File: config.mk
export PLATFORM = sky130hd
export DESIGN_NAME = gpu_line_raster
export DESIGN_NICKNAME = d
export VERILOG_FILES = /design/src/rtl/gpu_pkg.sv /design/src/rtl/gpu_line_stepper.sv /design/src/rtl/gpu_line_raster.sv
export SDC_FILE = /design/constraint.sdc
export NUM_CORES = 1
export LEC_CHECK = 0
export CORE_MARGIN = 2
export CORE_UTILIZATION = 60
export CTS_CLUSTER_DIAMETER = 50
export DETAILED_ROUTE_END_ITERATION = 8
export PLACE_DENSITY = 0.8
export SYNTH_ARGS = -nofsm -noshare
export SYNTH_HDL_FRONTEND = slang
export SYNTH_SLANG_ARGS = --single-unit
File: constraint.sdc
create_clock -name I_CLK -period 13.8 [get_ports I_CLK]
set_input_delay 2.07 -clock I_CLK [delete_from_list [all_inputs] [get_ports I_CLK]]
set_output_delay 2.07 -clock I_CLK [all_outputs]
set_load 0.005 [all_outputs]
File: src/rtl/gpu_pkg.sv
//------------------------------------------------------------------------------
// gpu_pkg : shared types and constants for the GPU line/clear rasteriser.
// Revision: 1.0
//------------------------------------------------------------------------------
`default_nettype none

package gpu_pkg;

    typedef enum logic [2:0] {
        ST_IDLE  = 3'd0,
        ST_SETUP = 3'd1,
        ST_DRAW  = 3'd2,
        ST_CLEAR = 3'd3,
        ST_DONE  = 3'd4
    } raster_state_t;

    localparam logic        GPU_OP_LINE  = 1'b0;
    localparam logic        GPU_OP_CLEAR = 1'b1;

    localparam logic [15:0] GPU_COLOR_BG = 16'h003f;
    localparam logic [15:0] GPU_COLOR_FG = 16'hffff;

endpackage

`default_nettype wire

File: src/rtl/gpu_line_stepper.sv
//------------------------------------------------------------------------------
// gpu_line_stepper : all-octant Bresenham walker, one step per advance pulse.
// Revision: 1.0
//------------------------------------------------------------------------------
`default_nettype none

module gpu_line_stepper
    import gpu_pkg::*;
#(
    parameter int COORD_W = 10
) (
    input  logic               i_clk,
    input  logic               i_rst_n,
    input  logic               i_load,
    input  logic               i_advance,
    input  logic [COORD_W-1:0] i_x0,
    input  logic [COORD_W-1:0] i_y0,
    input  logic [COORD_W-1:0] i_x1,
    input  logic [COORD_W-1:0] i_y1,
    output logic [COORD_W-1:0] o_x,
    output logic [COORD_W-1:0] o_y,
    output logic               o_last
);

    localparam int EW = COORD_W + 2;
    localparam logic signed [COORD_W:0] C_ONE = 1;

    logic signed [COORD_W:0] r_x, r_y;
    logic [COORD_W-1:0]      r_x1, r_y1;
    logic signed [EW-1:0]    r_err, r_dx, r_dy;
    logic                    r_sx_neg, r_sy_neg;

    logic signed [EW-1:0] w_x0e, w_y0e, w_x1e, w_y1e;
    logic signed [EW-1:0] w_dx_ld, w_dy_ld, w_e2, w_err_nxt;
    logic                 w_step_x, w_step_y;

    assign w_x0e = $signed({2'b00, i_x0});
    assign w_y0e = $signed({2'b00, i_y0});
    assign w_x1e = $signed({2'b00, i_x1});
    assign w_y1e = $signed({2'b00, i_y1});

    // dy is kept negative so a single signed error term covers every octant
    assign w_dx_ld = (i_x0 < i_x1) ? (w_x1e - w_x0e) : (w_x0e - w_x1e);
    assign w_dy_ld = (i_y0 < i_y1) ? (w_y0e - w_y1e) : (w_y1e - w_y0e);

    assign w_e2      = r_err <<< 1;
    assign w_step_x  = (w_e2 >= r_dy);
    assign w_step_y  = (w_e2 <= r_dx);
    assign w_err_nxt = r_err + (w_step_x ? r_dy : '0) + (w_step_y ? r_dx : '0);

    always_ff @(posedge i_clk or negedge i_rst_n) begin
        if (!i_rst_n) begin
            r_x      <= '0;
            r_y      <= '0;
            r_x1     <= '0;
            r_y1     <= '0;
            r_err    <= '0;
            r_dx     <= '0;
            r_dy     <= '0;
            r_sx_neg <= 1'b0;
            r_sy_neg <= 1'b0;
        end else if (i_load) begin
            r_x      <= $signed({1'b0, i_x0});
            r_y      <= $signed({1'b0, i_y0});
            r_x1     <= i_x1;
            r_y1     <= i_y1;
            r_dx     <= w_dx_ld;
            r_dy     <= w_dy_ld;
            r_err    <= w_dx_ld + w_dy_ld;
            r_sx_neg <= !(i_x0 < i_x1);
            r_sy_neg <= !(i_y0 < i_y1);
        end else if (i_advance) begin
            r_err <= w_err_nxt;
            if (w_step_x)
                r_x <= r_sx_neg ? (r_x - C_ONE) : (r_x + C_ONE);
            if (w_step_y)
                r_y <= r_sy_neg ? (r_y - C_ONE) : (r_y + C_ONE);
        end
    end

    assign o_x    = r_x[COORD_W-1:0];
    assign o_y    = r_y[COORD_W-1:0];
    assign o_last = (r_x == $signed({1'b0, r_x1})) && (r_y == $signed({1'b0, r_y1}));

endmodule

`default_nettype wire

File: src/rtl/gpu_line_raster.sv
//------------------------------------------------------------------------------
// gpu_line_raster : command-driven line / full-screen clear rasteriser onto the
// GPU-SRAM write port. Optional macro GPU_RASTER_CLIP_EN suppresses off-screen
// line pixels.
// Revision: 1.0
//------------------------------------------------------------------------------
`default_nettype none

module gpu_line_raster
    import gpu_pkg::*;
#(
    parameter int H_RES   = 640,
    parameter int V_RES   = 400,
    parameter int COORD_W = 10,
    parameter int ADDR_W  = 18,
    parameter int DATA_W  = 16
) (
    input  logic               I_CLK,
    input  logic               I_RST_N,
    input  logic               I_VIDEO_ON,
    input  logic               I_CMD_VALID,
    output logic               O_CMD_READY,
    input  logic               I_CMD_OP,
    input  logic [COORD_W-1:0] I_X0,
    input  logic [COORD_W-1:0] I_Y0,
    input  logic [COORD_W-1:0] I_X1,
    input  logic [COORD_W-1:0] I_Y1,
    input  logic [DATA_W-1:0]  I_COLOR,
    output logic [ADDR_W-1:0]  O_GPU_ADDR,
    output logic [DATA_W-1:0]  O_GPU_DATA,
    output logic               O_GPU_WRITE,
    output logic               O_GPU_READ,
    output logic               O_BUSY,
    output logic               O_DONE
);

    raster_state_t r_state, w_state_next;

    logic [COORD_W-1:0] r_x0, r_y0, r_x1, r_y1;
    logic [DATA_W-1:0]  r_color;
    logic [COORD_W-1:0] r_cx, r_cy;

    logic [ADDR_W-1:0]  r_addr;
    logic [DATA_W-1:0]  r_data;
    logic               r_write, r_read, r_ready, r_busy, r_done;

    logic               w_hs, w_load, w_advance, w_pix_write, w_in_range;
    logic               w_last, w_clear_end;
    logic [COORD_W-1:0] w_step_x, w_step_y, w_pix_x, w_pix_y;
    logic [ADDR_W-1:0]  w_addr;

    gpu_line_stepper #(
        .COORD_W (COORD_W)
    ) u_stepper (
        .i_clk     (I_CLK),
        .i_rst_n   (I_RST_N),
        .i_load    (w_load),
        .i_advance (w_advance),
        .i_x0      (r_x0),
        .i_y0      (r_y0),
        .i_x1      (r_x1),
        .i_y1      (r_y1),
        .o_x       (w_step_x),
        .o_y       (w_step_y),
        .o_last    (w_last)
    );

`ifdef GPU_RASTER_CLIP_EN
    assign w_in_range = (32'(w_step_x) < H_RES) && (32'(w_step_y) < V_RES);
`else
    assign w_in_range = 1'b1;
`endif

    assign w_hs        = I_CMD_VALID && r_ready && (r_state == ST_IDLE);
    assign w_clear_end = (r_cx == COORD_W'(H_RES - 1)) && (r_cy == COORD_W'(V_RES - 1));
    assign w_addr      = ADDR_W'(w_pix_y) * ADDR_W'(H_RES) + ADDR_W'(w_pix_x);

    always_comb begin
        w_state_next = r_state;
        w_load       = 1'b0;
        w_advance    = 1'b0;
        w_pix_write  = 1'b0;
        w_pix_x      = w_step_x;
        w_pix_y      = w_step_y;
        case (r_state)
            ST_IDLE: begin
                if (w_hs)
                    w_state_next = (I_CMD_OP == GPU_OP_CLEAR) ? ST_CLEAR : ST_SETUP;
            end
            ST_SETUP: begin
                w_load       = 1'b1;
                w_state_next = ST_DRAW;
            end
            ST_DRAW: begin
                if (!I_VIDEO_ON) begin
                    w_pix_write = w_in_range;
                    if (w_last)
                        w_state_next = ST_DONE;
                    else
                        w_advance = 1'b1;
                end
            end
            ST_CLEAR: begin
                w_pix_x = r_cx;
                w_pix_y = r_cy;
                if (!I_VIDEO_ON) begin
                    w_pix_write = 1'b1;
                    if (w_clear_end)
                        w_state_next = ST_DONE;
                end
            end
            ST_DONE:  w_state_next = ST_IDLE;
            default:  w_state_next = ST_IDLE;
        endcase
    end

    always_ff @(posedge I_CLK or negedge I_RST_N) begin
        if (!I_RST_N)
            r_state <= ST_IDLE;
        else
            r_state <= w_state_next;
    end

    always_ff @(posedge I_CLK or negedge I_RST_N) begin
        if (!I_RST_N) begin
            r_x0    <= '0;
            r_y0    <= '0;
            r_x1    <= '0;
            r_y1    <= '0;
            r_color <= '0;
            r_cx    <= '0;
            r_cy    <= '0;
        end else if (w_hs) begin
            r_x0    <= I_X0;
            r_y0    <= I_Y0;
            r_x1    <= I_X1;
            r_y1    <= I_Y1;
            r_color <= I_COLOR;
            r_cx    <= '0;
            r_cy    <= '0;
        end else if ((r_state == ST_CLEAR) && !I_VIDEO_ON) begin
            if (r_cx == COORD_W'(H_RES - 1)) begin
                r_cx <= '0;
                r_cy <= r_cy + 1'b1;
            end else begin
                r_cx <= r_cx + 1'b1;
            end
        end
    end

    // Ready returns one cycle after the DONE pulse, which itself trails the last write
    always_ff @(posedge I_CLK or negedge I_RST_N) begin
        if (!I_RST_N) begin
            r_addr  <= '0;
            r_data  <= '0;
            r_write <= 1'b0;
            r_read  <= 1'b0;
            r_ready <= 1'b1;
            r_busy  <= 1'b0;
            r_done  <= 1'b0;
        end else begin
            r_write <= w_pix_write;
            r_read  <= 1'b0;
            r_ready <= (r_state == ST_IDLE) && !w_hs;
            r_busy  <= (w_state_next != ST_IDLE);
            r_done  <= (r_state == ST_DONE);
            if (w_pix_write) begin
                r_addr <= w_addr;
                r_data <= r_color;
            end
        end
    end

    assign O_GPU_ADDR  = r_addr;
    assign O_GPU_DATA  = r_data;
    assign O_GPU_WRITE = r_write;
    assign O_GPU_READ  = r_read;
    assign O_CMD_READY = r_ready;
    assign O_BUSY      = r_busy;
    assign O_DONE      = r_done;

endmodule

`default_nettype wire

# After elaboration in Yosys (flattened, before gate mapping)
# Cells that the tools add are included.
[totals]
mem_count = 0
latchBits = 0
rom_bits = 0
output_inout_bits = 39
ramBits = 0
in_bits = 61
ff_bits = 197
[classes]
shift = 0
n_mul = 1
bitwise_logic = 0
add_sub_neg = 14
n_eq_ne = 8
mux = 35
n_div = 0
magnitude_cmp = 4
reduce_logical = 21
[op_table]
columns = ["op", "count"]
rows = [
  ["two-way mux 11 bit", 8],
  ["two-way mux 10 bit", 8],
  ["two-way mux 12 bit", 6],
  ["subtractor 10 x 10 -> 11 bit", 4],
  ["adder 12 bit", 3],
  ["adder 11 x 2 -> 11 bit (second input constant)", 2],
  ["== test 11 bit", 2],
  ["subtractor 11 x 2 -> 11 bit (second input constant)", 2],
  ["adder 10 x 1 -> 10 bit (second input constant)", 2],
  ["< comparator 10 bit", 2],
  ["adder 18 x 10 -> 18 bit", 1],
  ["two-way mux 3 bit", 5],
  [">= comparator 12 bit", 1],
  ["less-or-equal comparator 12 bit", 1],
  ["case mux 3 bit (4 select lines)", 1],
  ["multiplier 10 x 3 -> 11 bit (second input constant)", 1],
  ["== test 10 bit (second input constant)", 1],
  ["== test 10 x 9 -> 1 bit (second input constant)", 1],
  ["nonzero test 2 bit", 5],
  ["== test 3 x 2 -> 1 bit (second input constant)", 2],
  ["logical AND 1 bit", 6],
  ["two-way mux 1 bit", 6],
  ["AND reduction 2 bit", 3],
  ["zero test 1 bit", 4],
  ["other kinds (6)", 6],
]

# Depth between registers and ports, before layout
[logic_depth]
ltp_word = 7
ltp_mapped = 22
mapped_depth_nobuf = 21

# Cells and area by module
# From an unflattened synthesis, not the netlist that was laid out.
[unflattened]
hier_cells = 1382
area_unflattened_um2 = 13255.2
[by_module_without_submodules]
columns = ["module", "cells_each", "seq_area_each_um2", "area_each_um2", "instances"]
rows = [
  ["gpu_line_stepper", 857, 1926.8, 7662.3, 1],
  ["gpu_line_raster", 525, 2929.1, 5592.9, 1],
]

# Worst setup path before layout
# OpenSTA, ideal clock, no wires.
[synth_path]
path_kind = "register to register"
startpoint = "register u_stepper.r_dx[9]"
endpoint = "register u_stepper.r_err[10]"
period_less_slack_ps = 4359
path_buffers = 1
t_required_ps = 13657
arrival_time_ps = 4216
path_stages_with_launch = 20
setup_slack_ps = 9441
path_cell_list = "dfrtp_1 inv_1 ha_1 a21o_1 a2111o_1 a221oi_1 or2_2 clkbuf_1 nand2_1 fa_1 inv_1 ha_1 a21o_1 a21oi_1 o21ai_0 o41ai_1 o21ai_0 and2_1 mux2i_1 o221ai_1"
[synth_between]
elab_chain_cells = 5
[synth_rtl]
columns = ["item", "line", "source"]
rows = [
  ["from (decl)", "gpu_line_stepper.sv:30", "logic signed [EW-1:0] r_err, r_dx, r_dy;"],
  ["from (signal assigned)", "gpu_line_stepper.sv:67", "r_dx <= w_dx_ld;"],
  ["less-or-equal comparator 12 bit", "gpu_line_stepper.sv:48", "assign w_step_y = (w_e2 <= r_dx);"],
  ["two-way mux 12 bit (*)", "gpu_line_stepper.sv:49", "assign w_err_nxt = r_err + (w_step_x ? r_dy : '0) + (w_step_y ? r_dx : '0);"],
  ["adder 12 bit (*)", "gpu_line_stepper.sv:49", ""],
  ["two-way mux 12 bit (*)", "gpu_line_stepper.sv:72", "end else if (i_advance) begin"],
  ["two-way mux 12 bit (*)", "gpu_line_stepper.sv:62", "end else if (i_load) begin"],
  ["to (signal assigned)", "gpu_line_stepper.sv:69", "r_err <= w_dx_ld + w_dy_ld;"],
  ["to (signal assigned)", "gpu_line_stepper.sv:73", "r_err <= w_err_nxt;"],
  ["to (decl)", "gpu_line_stepper.sv:30", ""],
]
# Mark *: on every way between the ends. The rest lies on a longest branch, timed or not. The select of a mux whose other input is x is not followed.
# A chain may end at the register's enable or synchronous reset.

# Worst setup path in the final report
# Same ends and word-level chain as after synthesis.

==> reports/metrics.cfg <==
[grt]
grt.total_usage_pct = 30.40
antenna_found_initial = 1
grt-ovfl-total = 0
grt_pass1_vias = 10517
grt_max_degree = 94
grt_pass1_wl_um = 53300

[cells_and_area]
stdcell_count = 1795
drive_above_1_share_pct = 6.320
final_util_pct = 69.88
nets = 1706
final_common_cell = nand2_1
post-route-cell-area_sq_um = 14780
final_cell_mix = nand2_1 (224), dfrtp_1 (193), o21ai_0 (154)
syn2layout_area_growth_pct = 13.82

[synthesis]
synth_nets = 1638
yosysWarnings = 0
avgSynthCellArea_sq_um = 9.032
synth_top_area_cell = dfrtp_1
ys_seq_elements = 194
synth_edf_count = 0
async_flop_share_pct = 100.0
ys_types = 80
ys_seq_area_share_pct = 37.39
netlist_area_sq_um = 12990
synthCells = 1438
synth_flop_cell = dfrtp_1
synthTopCellsByArea = dfrtp_1 (37%), ha_1 (11%), nand2_1 (6.5%), o21ai_0 (5.9%), xnor2_1 (3.9%)
yosysTopAreaCellShare_pct = 37.19

[place]
gp_congestion = 0.9826
port-buffer-count = 98
dp_cells = 1762
hpwlAfterDp_um = 24770
placed_area_sq_um = 14140

[timing]
skew_ns = 0.01496
fin_crit_ns = 4.984
fmax_mhz = 200.7
period_share_pct = 36.11
finalHoldViolations = 0
finalSetupViolCount = 0
rsz0062_at_grt = no
slew_headroom_pct = 35.64
finalSetupTns_ns = 0
worst_pin_slew_ns = 0.9618
maxSlewViolCount = 0

[flow_run]
drv_cap = 0

[die]
die_h_um = 151.1
dieArea_sq_um = 22840
die_w_um = 151.1
fp.coreArea_sq_um = 21150
io_pins = 100
core.rowCount = 53
start_util_pct = 61.39

[clock_network]
ctsRootBufferMaster = clkbuf_16
clock-sinks = 194
ctsHoldBuffers = 0
cts_buffers = 17
clk_path_buf_depth = 2
clock_latency_ns = 0.46
ctsResizeCount = 0
cts_tree = built
clk_pin_slew_ns = 0.09
htree_num_levels = 4
post_cts_buffers = 0

[worst_setup_path]
crit_required_ns = 14.10
critical_path.max_stage_delay_ns = 0.56
crit_path_start_kind = flip-flop
crit_family = compound AO/OA/AOI/OAI gates
ff2ff_setup_slack_ns = 8.82
worstReg2RegEnd = u_stepper.r_err[10]
r2r_start = u_stepper.r_dx[9]
r2r_cells = 18
cp_num_buf_inv = 2
crit_type = reg -> reg
end_kind = flip-flop
worstPathCellList = inv_1, ha_1, a21o_1, a2111o_1, a221oi_1, or2_2, nand2_1, fa_1, inv_1, ha_1, a21o_1, a21oi_1, o21ai_0, o41ai_1, o21ai_0, and2_1, mux2i_1, o221ai_1
crit_slowest_cell = fa_1
critical_path_arrival_ns = 5.28
cp_max_fo = 12

[drt]
drt_iter0_markers = 682
via_per_inst = 5.936
routed_wl_um = 33080
drc = 0
ant_nets = 0
firstDrtPassIters = 6
drt-wirelength-per-cell_um = 18.43
vias = 10656

[power_and_ir_drop]
p_leak_nw = 6.959
p_per_area_nw_per_um2 = 80.86
ir_worst_vdd_uv = 67.93

[hold_path]
hold_class = reg -> reg
hp-start = r_color[10]
hold_path_depth = 2
whs_endpoint = O_GPU_DATA[10]

[run_status]
run_status = finished clean

## metrics by stage
stage	setup slack, ns	hold slack, ns	total power [W]
after floorplan	9.441	0.4348	0.0006254
after global placement	8.998	0.4424	0.0006783
after detailed placement	8.955	0.4495	0.0006794
after CTS	8.913	0.4726	0.001203
after global routing	8.508	0.4907	0.001236
final	8.816	0.4741	0.001195
## flip-flops by register name (all words and copies together) (netlist names), 11 cells and up
register	count
u_stepper.r_dx	11
O_GPU_DATA	16
u_stepper.r_y	11
u_stepper.r_err	11
O_GPU_ADDR	18
u_stepper.r_dy	11
u_stepper.r_x	11
r_color	16
## where the power goes
| part | internal, W | switching [W] | leakage [nW] |
|---|---|---|---|
| clock network | 0.000254 | 0.000273 | 0.302 |
| registers | 0.000582 | 0.0000163 | 2.36 |
| logic | 0.0000375 | 0.0000324 | 4.29 |
| total | 0.000873 | 0.000322 | 6.96 |
## cell families (layout without fill, tap and decap cells)
family | after synthesis | after routing | synth area share (%)
adder cells (fa/ha/maj) | 139 | 139 | 14.55
XOR/XNOR | 89 | 89 | 6.002
AND/OR/NAND/NOR | 426 | 426 | 14.86
other | 1 | 2 | 0.02887
flip-flops | 194 | 194 | 37.39
multiplexers | 57 | 57 | 4.711
buffers and inverters | 193 | 274 | 5.867
AO/OA/AOI/OAI | 339 | 339 | 16.60
## tightest hold or removal path, stage by stage, from the launching register on
cell	delay [ns]
dfrtp_1	0.35
nand2_1	0.05
nand2_1	0.05
## per-layer routing
| layer | wire, um | part of all wire, % | vias up | GRT usage, % |
|---|---|---|---|---|
| met5 | 0 | 0 | - | 0 |
| met4 | 1117 | 3.4 | 0 | 12.06 |
| met3 | 2156 | 6.5 | 70 | 6.867 |
| met2 | 15640 | 47 | 338 | 49.30 |
| met1 | 14160 | 43 | 5166 | 39.79 |
| li1 | - | - | 5082 | - |
## cell usage after synthesis (6+ instances only)
cell / number
a211oi_1: 8
a21oi_1: 62
nand4_1: 16
and3_1: 11
clkbuf_1: 37
dfrtp_1: 193
nand2_1: 224
nor2_1: 67
nor2b_1: 15
o221ai_1: 8
nor3_1: 25
nand2b_1: 11
mux2i_1: 24
nand3_1: 12
ha_1: 119
a221o_1: 15
o21ai_0: 154
buf_2: 11
mux2_2: 33
a31oi_1: 6
xnor2_1: 58
xor2_1: 31
inv_1: 134
fa_1: 20
o211ai_1: 6
a21o_1: 23
and2_1: 10
or3_1: 7
## final cells by class
type,count,area [sq um]
multi-input combinational,1051,7386
fill,1614,6371
sequential,194,4856
timing repair buffer,107,1052
inverter,135,506.7
clock buffer,17,425.4
tap,275,344.1
clock inverter,15,210.2
antenna,1,2.502
## worst max path at each step
stage	startpoint	end	slack, ns	cells past startpoint
after floorplan	u_stepper.r_dx[9]	u_stepper.r_err[10]	9.44	19
after global placement	I_VIDEO_ON	u_stepper.r_y[7]	9.00	9
after detailed placement	I_VIDEO_ON	r_cy[9]	8.96	10
after CTS	u_stepper.r_dx[9]	u_stepper.r_err[10]	8.91	18
after global routing	u_stepper.r_dx[9]	u_stepper.r_err[10]	8.51	18
final	u_stepper.r_dx[9]	u_stepper.r_err[10]	8.82	18
(Power assumes the default switching activity.)
